==> config.mk <==
export PLATFORM = sky130hd
export DESIGN_NAME = mac_dot_seq
export DESIGN_NICKNAME = d
export VERILOG_FILES = /design/src/rtl/mac_pkg.sv /design/src/rtl/mac_dot_seq.sv
export SDC_FILE = /design/constraint.sdc
export NUM_CORES = 1
export LEC_CHECK = 0
export CORE_AREA = 2 2 88 90
export DETAILED_ROUTE_END_ITERATION = 7
export DIE_AREA = 0 0 90 92
export PLACE_DENSITY = 0.84
export SLEW_MARGIN = 25
export SYNTH_ARGS = -nofsm -noshare
export SYNTH_HDL_FRONTEND = slang
export SYNTH_SLANG_ARGS = --single-unit
==> constraint.sdc <==
create_clock -name clk -period 3 [get_ports clk]
set_input_delay 0.45 -clock clk [delete_from_list [all_inputs] [get_ports clk]]
set_output_delay 0.45 -clock clk [all_outputs]
set_load 0.02 [all_outputs]
==> src/rtl/mac_pkg.sv <==
// Shared definitions for the MAC and its operand sequencer: default operand and
// accumulator widths, plus the sequencer state encoding.
package mac_pkg;

    localparam int MAC_DW = 8;
    localparam int MAC_AW = 16;

    typedef enum logic [1:0] {
        ST_IDLE  = 2'd0,
        ST_FETCH = 2'd1,
        ST_WAIT  = 2'd2,
        ST_DONE  = 2'd3
    } state_t;

endpackage

==> src/rtl/mac_dot_seq.sv <==
// Operand sequencer that streams element pairs into an external MAC (y = a*b + c),
// chaining each result back into c to form bias + sum(a[i]*b[i]).
module mac_dot_seq
    import mac_pkg::*;
#(
    parameter int DW      = MAC_DW,
    parameter int AW      = MAC_AW,
    parameter int LEN_W   = 8,
    parameter int MAC_LAT = 1
) (
    input  logic             clk,
    input  logic             rst_n,
    input  logic             start,
    input  logic [LEN_W-1:0] len,
    input  logic [AW-1:0]    bias,
    input  logic             abort,
    input  logic             in_valid,
    output logic             in_ready,
    input  logic [DW-1:0]    in_a,
    input  logic [DW-1:0]    in_b,
    output logic [DW-1:0]    mac_a,
    output logic [DW-1:0]    mac_b,
    output logic [AW-1:0]    mac_c,
    input  logic [AW-1:0]    mac_y,
    output logic             res_valid,
    input  logic             res_ready,
    output logic [AW-1:0]    res_data,
    output logic             busy
);

    localparam int WCW = (MAC_LAT < 1) ? 1 : $clog2(MAC_LAT + 1);

    state_t           state_q, state_d;
    logic [DW-1:0]    mac_a_q, mac_a_d;
    logic [DW-1:0]    mac_b_q, mac_b_d;
    logic [AW-1:0]    mac_c_q, mac_c_d;
    logic [AW-1:0]    acc_q, acc_d;
    logic [AW-1:0]    res_data_q, res_data_d;
    logic [LEN_W-1:0] remaining_q, remaining_d;
    logic [WCW-1:0]   wait_cnt_q, wait_cnt_d;
    logic             in_ready_q, in_ready_d;
    logic             res_valid_q, res_valid_d;
    logic             busy_q, busy_d;

    always_comb begin
        state_d     = state_q;
        mac_a_d     = mac_a_q;
        mac_b_d     = mac_b_q;
        mac_c_d     = mac_c_q;
        acc_d       = acc_q;
        res_data_d  = res_data_q;
        remaining_d = remaining_q;
        wait_cnt_d  = wait_cnt_q;

        unique case (state_q)
            ST_IDLE: begin
                if (start) begin
                    acc_d       = bias;
                    remaining_d = len;
                    if (len == '0) begin
                        res_data_d = bias;
                        state_d    = ST_DONE;
                    end else begin
                        state_d = ST_FETCH;
                    end
                end
            end
            ST_FETCH: begin
                if (in_valid && in_ready_q) begin
                    mac_a_d    = in_a;
                    mac_b_d    = in_b;
                    mac_c_d    = acc_q;
                    wait_cnt_d = WCW'(MAC_LAT);
                    state_d    = ST_WAIT;
                end
            end
            ST_WAIT: begin
                // Counter reaches zero after MAC_LAT edges, so mac_y is taken on edge MAC_LAT+1
                if (wait_cnt_q != '0) begin
                    wait_cnt_d = wait_cnt_q - WCW'(1);
                end else begin
                    acc_d       = mac_y;
                    remaining_d = remaining_q - LEN_W'(1);
                    if (remaining_q == LEN_W'(1)) begin
                        res_data_d = mac_y;
                        state_d    = ST_DONE;
                    end else begin
                        state_d = ST_FETCH;
                    end
                end
            end
            ST_DONE: begin
                if (res_ready && res_valid_q) begin
                    state_d = ST_IDLE;
                end
            end
            default: state_d = ST_IDLE;
        endcase

        if (abort) begin
            state_d     = ST_IDLE;
            acc_d       = '0;
            remaining_d = '0;
            wait_cnt_d  = '0;
        end

        // Handshake outputs are registered, so they are derived from the next state
        in_ready_d  = (state_d == ST_FETCH);
        res_valid_d = (state_d == ST_DONE);
        busy_d      = (state_d != ST_IDLE);
    end

    always_ff @(posedge clk or negedge rst_n) begin
        if (!rst_n) begin
            state_q     <= ST_IDLE;
            mac_a_q     <= '0;
            mac_b_q     <= '0;
            mac_c_q     <= '0;
            acc_q       <= '0;
            res_data_q  <= '0;
            remaining_q <= '0;
            wait_cnt_q  <= '0;
            in_ready_q  <= 1'b0;
            res_valid_q <= 1'b0;
            busy_q      <= 1'b0;
        end else begin
            state_q     <= state_d;
            mac_a_q     <= mac_a_d;
            mac_b_q     <= mac_b_d;
            mac_c_q     <= mac_c_d;
            acc_q       <= acc_d;
            res_data_q  <= res_data_d;
            remaining_q <= remaining_d;
            wait_cnt_q  <= wait_cnt_d;
            in_ready_q  <= in_ready_d;
            res_valid_q <= res_valid_d;
            busy_q      <= busy_d;
        end
    end

    assign mac_a     = mac_a_q;
    assign mac_b     = mac_b_q;
    assign mac_c     = mac_c_q;
    assign in_ready  = in_ready_q;
    assign res_valid = res_valid_q;
    assign res_data  = res_data_q;
    assign busy      = busy_q;

endmodule

### Word level (Yosys, flattened, before mapping)

Cells that the tools add are included.

* bitwise logic cells: 0
* $mul: 0
* reductions and logical operators: 12
* divide/modulo/power cells: 0
* shift-type cells: 0
* magnitude comparators: 0
* add/sub/neg operators: 2
* muxes and demuxes: 25
* equal/unequal tests: 13

Operators with widths (count)
* 2-to-1 mux 16 bit: 7
* one-hot mux 16 bit (2 select lines): 2
* 2-to-1 mux 8 bit: 3
* one-hot mux 8 bit (2 select lines): 1
* 2-to-1 mux 2 bit: 7
* inequality test 3 bit (second input constant): 3
* equality test 8 x 1 -> 1 bit (second input constant): 1
* logical NOT 8 bit: 1
* inequality test 2 bit (second input constant): 4
* one-hot mux 2 bit (4 select lines): 1
* subtractor 8 x 1 -> 8 bit (second input constant): 1
* equality test 2 bit (second input constant): 3
* nonzero test 3 bit: 2
* AND reduction 5 bit: 1
* equality test 2 x 1 -> 1 bit (second input constant): 2
* AND reduction 2 bit: 2
* nonzero test 2 bit: 2
* 2-to-1 mux 1 bit: 3
* AND reduction 3 bit: 1
* logical AND 1 bit: 2
* logical NOT 2 bit: 1
* one-hot mux 1 bit (2 select lines): 1
* subtractor 1 bit (second input constant): 1

* output and inout port bits: 51
* word-level logic and storage cells: 63
* RAM bits: 0
* bits in latches: 0
* ROM bits: 0
* memories kept: 0
* flip-flop bits (word level): 78
* input bits: 62

### Depth between registers and ports, before layout

Gate-level depths: netlist of run 1.

* depth after elaboration: 6
* mapped depth: 7
* gate-level depth less buffers: 7

### Least setup slack after synthesis of run 1

OpenSTA, ideal clock, no wires.

* path type: input port to flip-flop
* from: input len[6]
* to: register res_data_q[10], in the netlist res_data[10]
* library setup time: 125 ps
* data arrival time: 1660 ps
* setup slack: 1215 ps
* path buffers: 1
* required time: 2875 ps
* cell stages on the path: 5
* cells stage by stage: nor4_1 > nand3_1 > a2bb2oi_4 > buf_12 > mux2_4

* word-level cells in the longest chain between the ends: 3

Ends and longest elaborated chain
* start: declaration: RTL line mac_dot_seq.sv:14 `input logic [LEN_W-1:0] len,`
* logical NOT 8 bit: RTL line mac_dot_seq.sv:60 `if (len == '0) begin`
* inequality test 2 bit (no line)
* AND reduction 5 bit (no line)
* end signal: assignment: RTL line mac_dot_seq.sv:132 `res_data_q <= res_data_d;`
* end: declaration: RTL line mac_dot_seq.sv:38 `logic [AW-1:0] res_data_q, res_data_d;`

Every way passes these cells.
A chain may end at the register's enable or synchronous reset.

### Worst setup path after layout of run 1

* from: register state_q[1]
* to: register res_data_q[9], in the netlist res_data[9]

* word-level cells in the longest chain between the ends: 3
* elaborated cells on any way between the ends: 9
* those cells by class: 5 x eq/ne; 1 x mux; 3 x reduce/logical

Ends and longest elaborated chain
* start: declaration: RTL line mac_dot_seq.sv:33 `state_t state_q, state_d;`
* start signal: assignment: RTL line mac_dot_seq.sv:127 `state_q <= state_d;`
* equality test 2 bit or logical NOT 2 bit (tied branches): RTL line mac_dot_seq.sv:55 `unique case (state_q)`
* inequality test 2 bit (no line) or nonzero test 2 bit (tied branches)
* AND reduction 5 bit (no line)

Several ways; a longest one is shown, not always the timed one.

==> metrics, run 1 <==
status=complete, no violations; RePlAce Congestion=0.796; post-DR wirelength/cell=~17 um; DR vias=2668; worst slew pin tran=0.806 ns; WS Path Type=register to register; CP Max Fanout=13; Max Fclk=424 MHz; clock latency at the later pin of the worst-skew pair=0.35 ns; fin crit share=0.786; Final ANT Viol Nets=0; final number of max-transition violations=0; Crit. Startpoint=state_q[1]; CTS Buffer Depth=2; CP Data Required Time=between 3 and 4 ns; H-Tree Depth=3; Final Util=0.665; Setup Skew=0.00753 ns; Synth area leaders=dfrtp_1, mux2_2, mux2_4; Die H=between 90 and 100 um; Starting Density=0.481; synth warn=0; layout cells sized above 1=0.232; Tot GR Track Use=0.213; Final #Nets=between 400 and 500; # DRC=0; Mapped Avg Cell Area=12.2 um2; DRT Pass-1 Iters=4; Hold/Removal Path Class=input port to asynchronous set/reset pin; cell area after synthesis=about 3600 um2; CP peak stage delay=slightly above 0.6 ns; Die Area=8280 um2; VDD IR-drop max=between 300 and 400 uV; Pwr Total=about 3.8 mW; CP Buf/Inv Count=1; clock-pin slew of the registers on the worst-case setup and hold paths=0.08 ns; n_diodes=0; CTS Hold Bufs=0; ys flop type=dfrtp_1; Boundary Pins=113; Synth top area share=0.545; initial antenna violation count=0; Core ar.=around 7400 um2; root buf cell=clkbuf_8; chip width=roughly 90 um; Sink Count=78; first-pass GRT wire length=around 14000 um; Max Cap Viol=0; CTS tree=done; Cell Count, Final, Fillers Out=just over 500; TritonCTS buffer count=9; Final setup violation count=0; P&R area growth vs syn=38.4%; slowest CP cell=dfrtp_1; Distinct cells, synth=42; min Tclk post-route=2.36 ns; WP data arrival=between 2 and 3 ns; EDFF count, synth=0; RSZ-0062 raised after global routing=no; CP Capture Type=register; CP cell instances=and2b_1 > nand4_4 > a2bb2oi_4 > buf_12 > mux2_4; fraction of registers with async set/reset=1.00; static leakage=2.13 nW; Final TNS setup=0 ns; cts repair resizes=0; post-synthesis sequential area ratio=0.545; total gr overflow=0; DR iter-0 viols=about 190; Slew HR=0.463; post-DP HPWL=5990 um; cell family with most CP delay=simple AND/OR/NAND/NOR gates; WL final=8440 um; Power Density=757 nW/um2; worst r2r src=state_q[1]; Synth Register Bits=78; largest net degree at the start of global routing=79; Placed Instances=496; cells after synthesis=293; final hold vios=0; standard-cell rows=32; largest area contributor in the netlist=dfrtp_1; vias in the first global route=2799; CP Launch Type=register; Post-CTS Setup Bufs=0; Port Buf Inserts=roughly 110; Via density=between 5 and 6; Synth Net Count=357
-- metrics by stage --
stage	cell area, um2	worst slack (ns)	hold WS, ns
global route	4950	0.478	0.174
global placement	4800	0.547	0.485
finish	4950	0.642	0.117
detailed placement	4800	0.474	0.492
floorplan	3580	1.21	0.154
CTS	4950	0.620	0.277
-- kinds of logic (layout without fill, tap and decap cells) --
family,Yosys count,after routing,share of synthesized area
AO/OA/AOI/OAI,37,37,0.0713
adder cells (fa/ha/maj),2,2,0.00699
flip-flops,78,78,0.545
AND/OR/NAND/NOR,90,90,0.133
multiplexers,64,64,0.212
buffers and inverters,22,138,0.0321
-- synthesized netlist by cell type (2+ instances only) --
cell type  count
nor3_1        20
nor4_1         2
nand4_1        3
a211o_1        2
mux2_2        54
dfrtp_1       78
a211oi_1       2
ha_1           2
nand2b_1       5
inv_1          5
buf_2         10
nor2_1        40
mux2_4        10
nand3_1        2
clkbuf_1       4
nor2b_1        2
o21ai_0        7
nand2_1        6
a21oi_1       16
-- per-layer routing --
| layer | routed length, um | track usage |
|---|---|---|
| met5 | 0 | 0 |
| met3 | 337 | 0.0534 |
| met4 | 194 | 0.0782 |
| met2 | 4340 | 0.359 |
| met1 | 3570 | 0.267 |
-- path summary, 6_finish.rpt --
path	end	slack, ns	cells past startpoint
worst max-delay path	res_data[9]	0.64	5
worst min-delay path	mac_a[4]	0.12	1
worst max register to register	res_data[9]	0.64	5
worst min register to register	mac_a[7]	0.51	1
max in group asynchronous	acc_q[9]	2.40	1
min in group clk	mac_a[7]	0.51	1
-- cell type report --
| class | instances | area [um2] |
|---|---|---|
| fillers | 576 | 2490 |
| multi-input cells | 193 | 1520 |
| well taps | 102 | 128 |
| repair buffers | 118 | 1180 |
| inverters | 5 | 18.8 |
| flip-flops and latches | 78 | 1950 |
| clock buffers | 10 | 128 |
| clock inverters | 5 | 27.5 |
-- state kept, by name, summed over array words and instances (netlist names) --
name	count
res_data	16
wait_cnt_q	1
res_valid	1
acc_q	16
state_q	2
in_ready	1
mac_a	8
remaining_q	8
busy	1
mac_b	8
mac_c	16
-- cell usage in the layout, fill, tap and decap left out, types with 4 or more instances in the layout --
cell	instances
a21oi_1	16
buf_4	5
clkbuf_8	9
clkdlybuf4s50_1	111
clkinv_2	4
dfrtp_1	78
inv_1	5
mux2_2	54
mux2_4	10
nand2_1	6
nand2b_1	5
nor2_1	40
nor3_1	20
o21ai_0	7
-- where the power goes --
group,internal (mW),switching (mW)
sequential,1.36,0.181
clock,0.290,0.367
combinational,0.828,0.726
total,2.48,1.27
(Power assumes the default switching activity.)
==> inputs of run 2 (changes only) <==
- CORE_AREA: 2 2 88 90 -> 2 2 92 94
- DIE_AREA: 0 0 90 92 -> 0 0 94 96
- PLACE_DENSITY: 0.84 -> 0.77
- clock period: 3 -> 2.5 ns (I/O delays scaled with it)
==> run 2 against run 1 <==
Effect of this change: clock power grew 20%; final cell count rose by 1.8%; sequential power increased by 20%; global-route usage decreased by 2.6 points; combinational power grew 21%; die area increased by 9.0%; flip-flop and latch count did not move; via count grew 1.7%; largest cell class unchanged.
==> metrics, run 2 (synthesis gave the netlist of run 1 again) <==
status=complete, no violations; first-pass GRT wire length=13100 um; Starting Density=0.445; worst slew pin tran=0.800 ns; vias in the first global route=2729; initial antenna violation count=0; Final ANT Viol Nets=0; min Tclk post-route=approximately 2.0 ns; Core ar.=between 8000 and 9000 um2; Pint=between 2 and 3 mW; Final #Nets=474; Global Route met2 Usage=0.326; M3 GR Usage=0.0470; commonest non-fill, non-tap cell in the layout=clkdlybuf4s50_1; Pwr Total=between 4 and 5 mW; P&R area growth vs syn=39.6%; n_diodes=0; GRT busiest layer=met2; chip width=about 94 um; CP Data Required Time=roughly 2.8 ns; Max Fclk=499 MHz; static leakage=about 2.2 nW; sequential group share of total power=0.410; Die H=between 90 and 100 um; CP Launch Type=register; Slew HR=0.467; clock group share of total power=0.175; Crit. Startpoint=state_q[1]; RePlAce Congestion=0.840; fin crit share=0.802; WS Path Type=register to register; CTS Buffer Depth=2; total gr overflow=0; root buf cell=clkbuf_8; final number of max-transition violations=0; commonest non-fill, non-tap cells in the layout=clkdlybuf4s50_1, dfrtp_1, mux2_2; standard-cell rows=33; Final setup violation count=0; DR iter-0 viols=116; Port Buf Inserts=112; CP Max Fanout=23; Sink Count=78; clock-pin slew of the registers on the worst-case setup and hold paths=approximately 0.08 ns; worst r2r src=state_q[1]; Post-CTS Setup Bufs=0; # DRC=0; CTS Hold Bufs=0; Final TNS setup=0 ns; Via density=approximately 5.2; clock latency at the later pin of the worst-skew pair=0.34 ns; sw frac=0.337; post-DP HPWL=between 5000 and 6000 um; WL final=8270 um; H-Tree Depth=3; layout cells sized above 1=0.239; CTS tree=done; Die Area=between 9000 and 10000 um2; TritonCTS buffer count=9; cts repair resizes=0; WP data arrival=2.27 ns; Power Density=902 nW/um2; RSZ-0062 raised after global routing=no; Max Cap Viol=0; reg2reg path depth=4; DRT Pass-1 Iters=4; largest net degree at the start of global routing=just under 80; Hold/Removal Path Class=input port to asynchronous set/reset pin; Tot GR Track Use=0.187; sw power=1.52 mW; Combinational Power Share=0.415; post-DR wirelength/cell=~16 um; Setup Skew=around 0.0086 ns; DR vias=2714; met1 GRT Util=0.231; VDD IR-drop max=578 uV; final hold vios=0; Boundary Pins=113; CP Capture Type=register
## run 2: cell count changes in the layout (fill, tap and decap cells not counted)
cell        before  now
clkinv_4         0    1
clkinvlp_4       1    0
clkinv_2         4    3
clkbuf_1         1    3
buf_4            5   10
## run 2: power groups by stage
stage          combinational (mW)  clock, mW  sequential (mW)
6_report                     1.87      0.789             1.85
5_1_grt                      1.99      0.848             1.90
4_1_cts                      1.89      0.810             1.85
3_5_place_dp                 1.89          0             1.87
3_3_place_gp                 1.85          0             1.85
2_1_floorplan               0.583          0             2.23
## run 2: final cells by class
type	count	area (um2)
clock inverter	4	23.8
sequential	78	1950
tap	105	131
multi-input combinational	193	1520
timing repair buffer	123	1220
fill	664	3050
inverter	5	18.8
clock buffer	12	135
## run 2: critical path: stages, from the launching register on
cell	delay, ns
dfrtp_1	0.54
nor2_1	0.32
a211o_1	0.68
o21ai_0	0.20
a21oi_1	0.17
## run 2: path summary, 6_finish.rpt
kind                                  end  slack [ns]
max                        remaining_q[2]        0.49
min                              mac_b[7]        0.05
max reg2reg                remaining_q[2]        0.49
min reg2reg                      mac_c[9]        0.51
max in group asynchronous        mac_b[2]        1.97
min in group clk                 mac_c[9]        0.51
## run 2: routing by layer
metal | vias to the layer above | routed length (um)
li1 | 1263 | -
met1 | 1347 | 3310
met2 | 96 | 4380
met3 | 8 | 479
met4 | 0 | 106
met5 | - | 0
## run 2: through the flow
| stage | util | instances | cell area [um2] | worst slack (ns) | hold slack [ns] |
|---|---|---|---|---|---|
| after floorplan | - | 293 | 3580 | 0.743 | 0.0794 |
| after global placement | 0.601 | 504 | 4840 | 0.229 | 0.485 |
| after detailed placement | 0.601 | 504 | 4840 | 0.176 | 0.492 |
| after CTS | 0.621 | 520 | 5000 | 0.512 | 0.218 |
| after global routing | 0.621 | 520 | 5000 | 0.316 | 0.0970 |
| final | 0.621 | 520 | 5000 | 0.495 | 0.0525 |
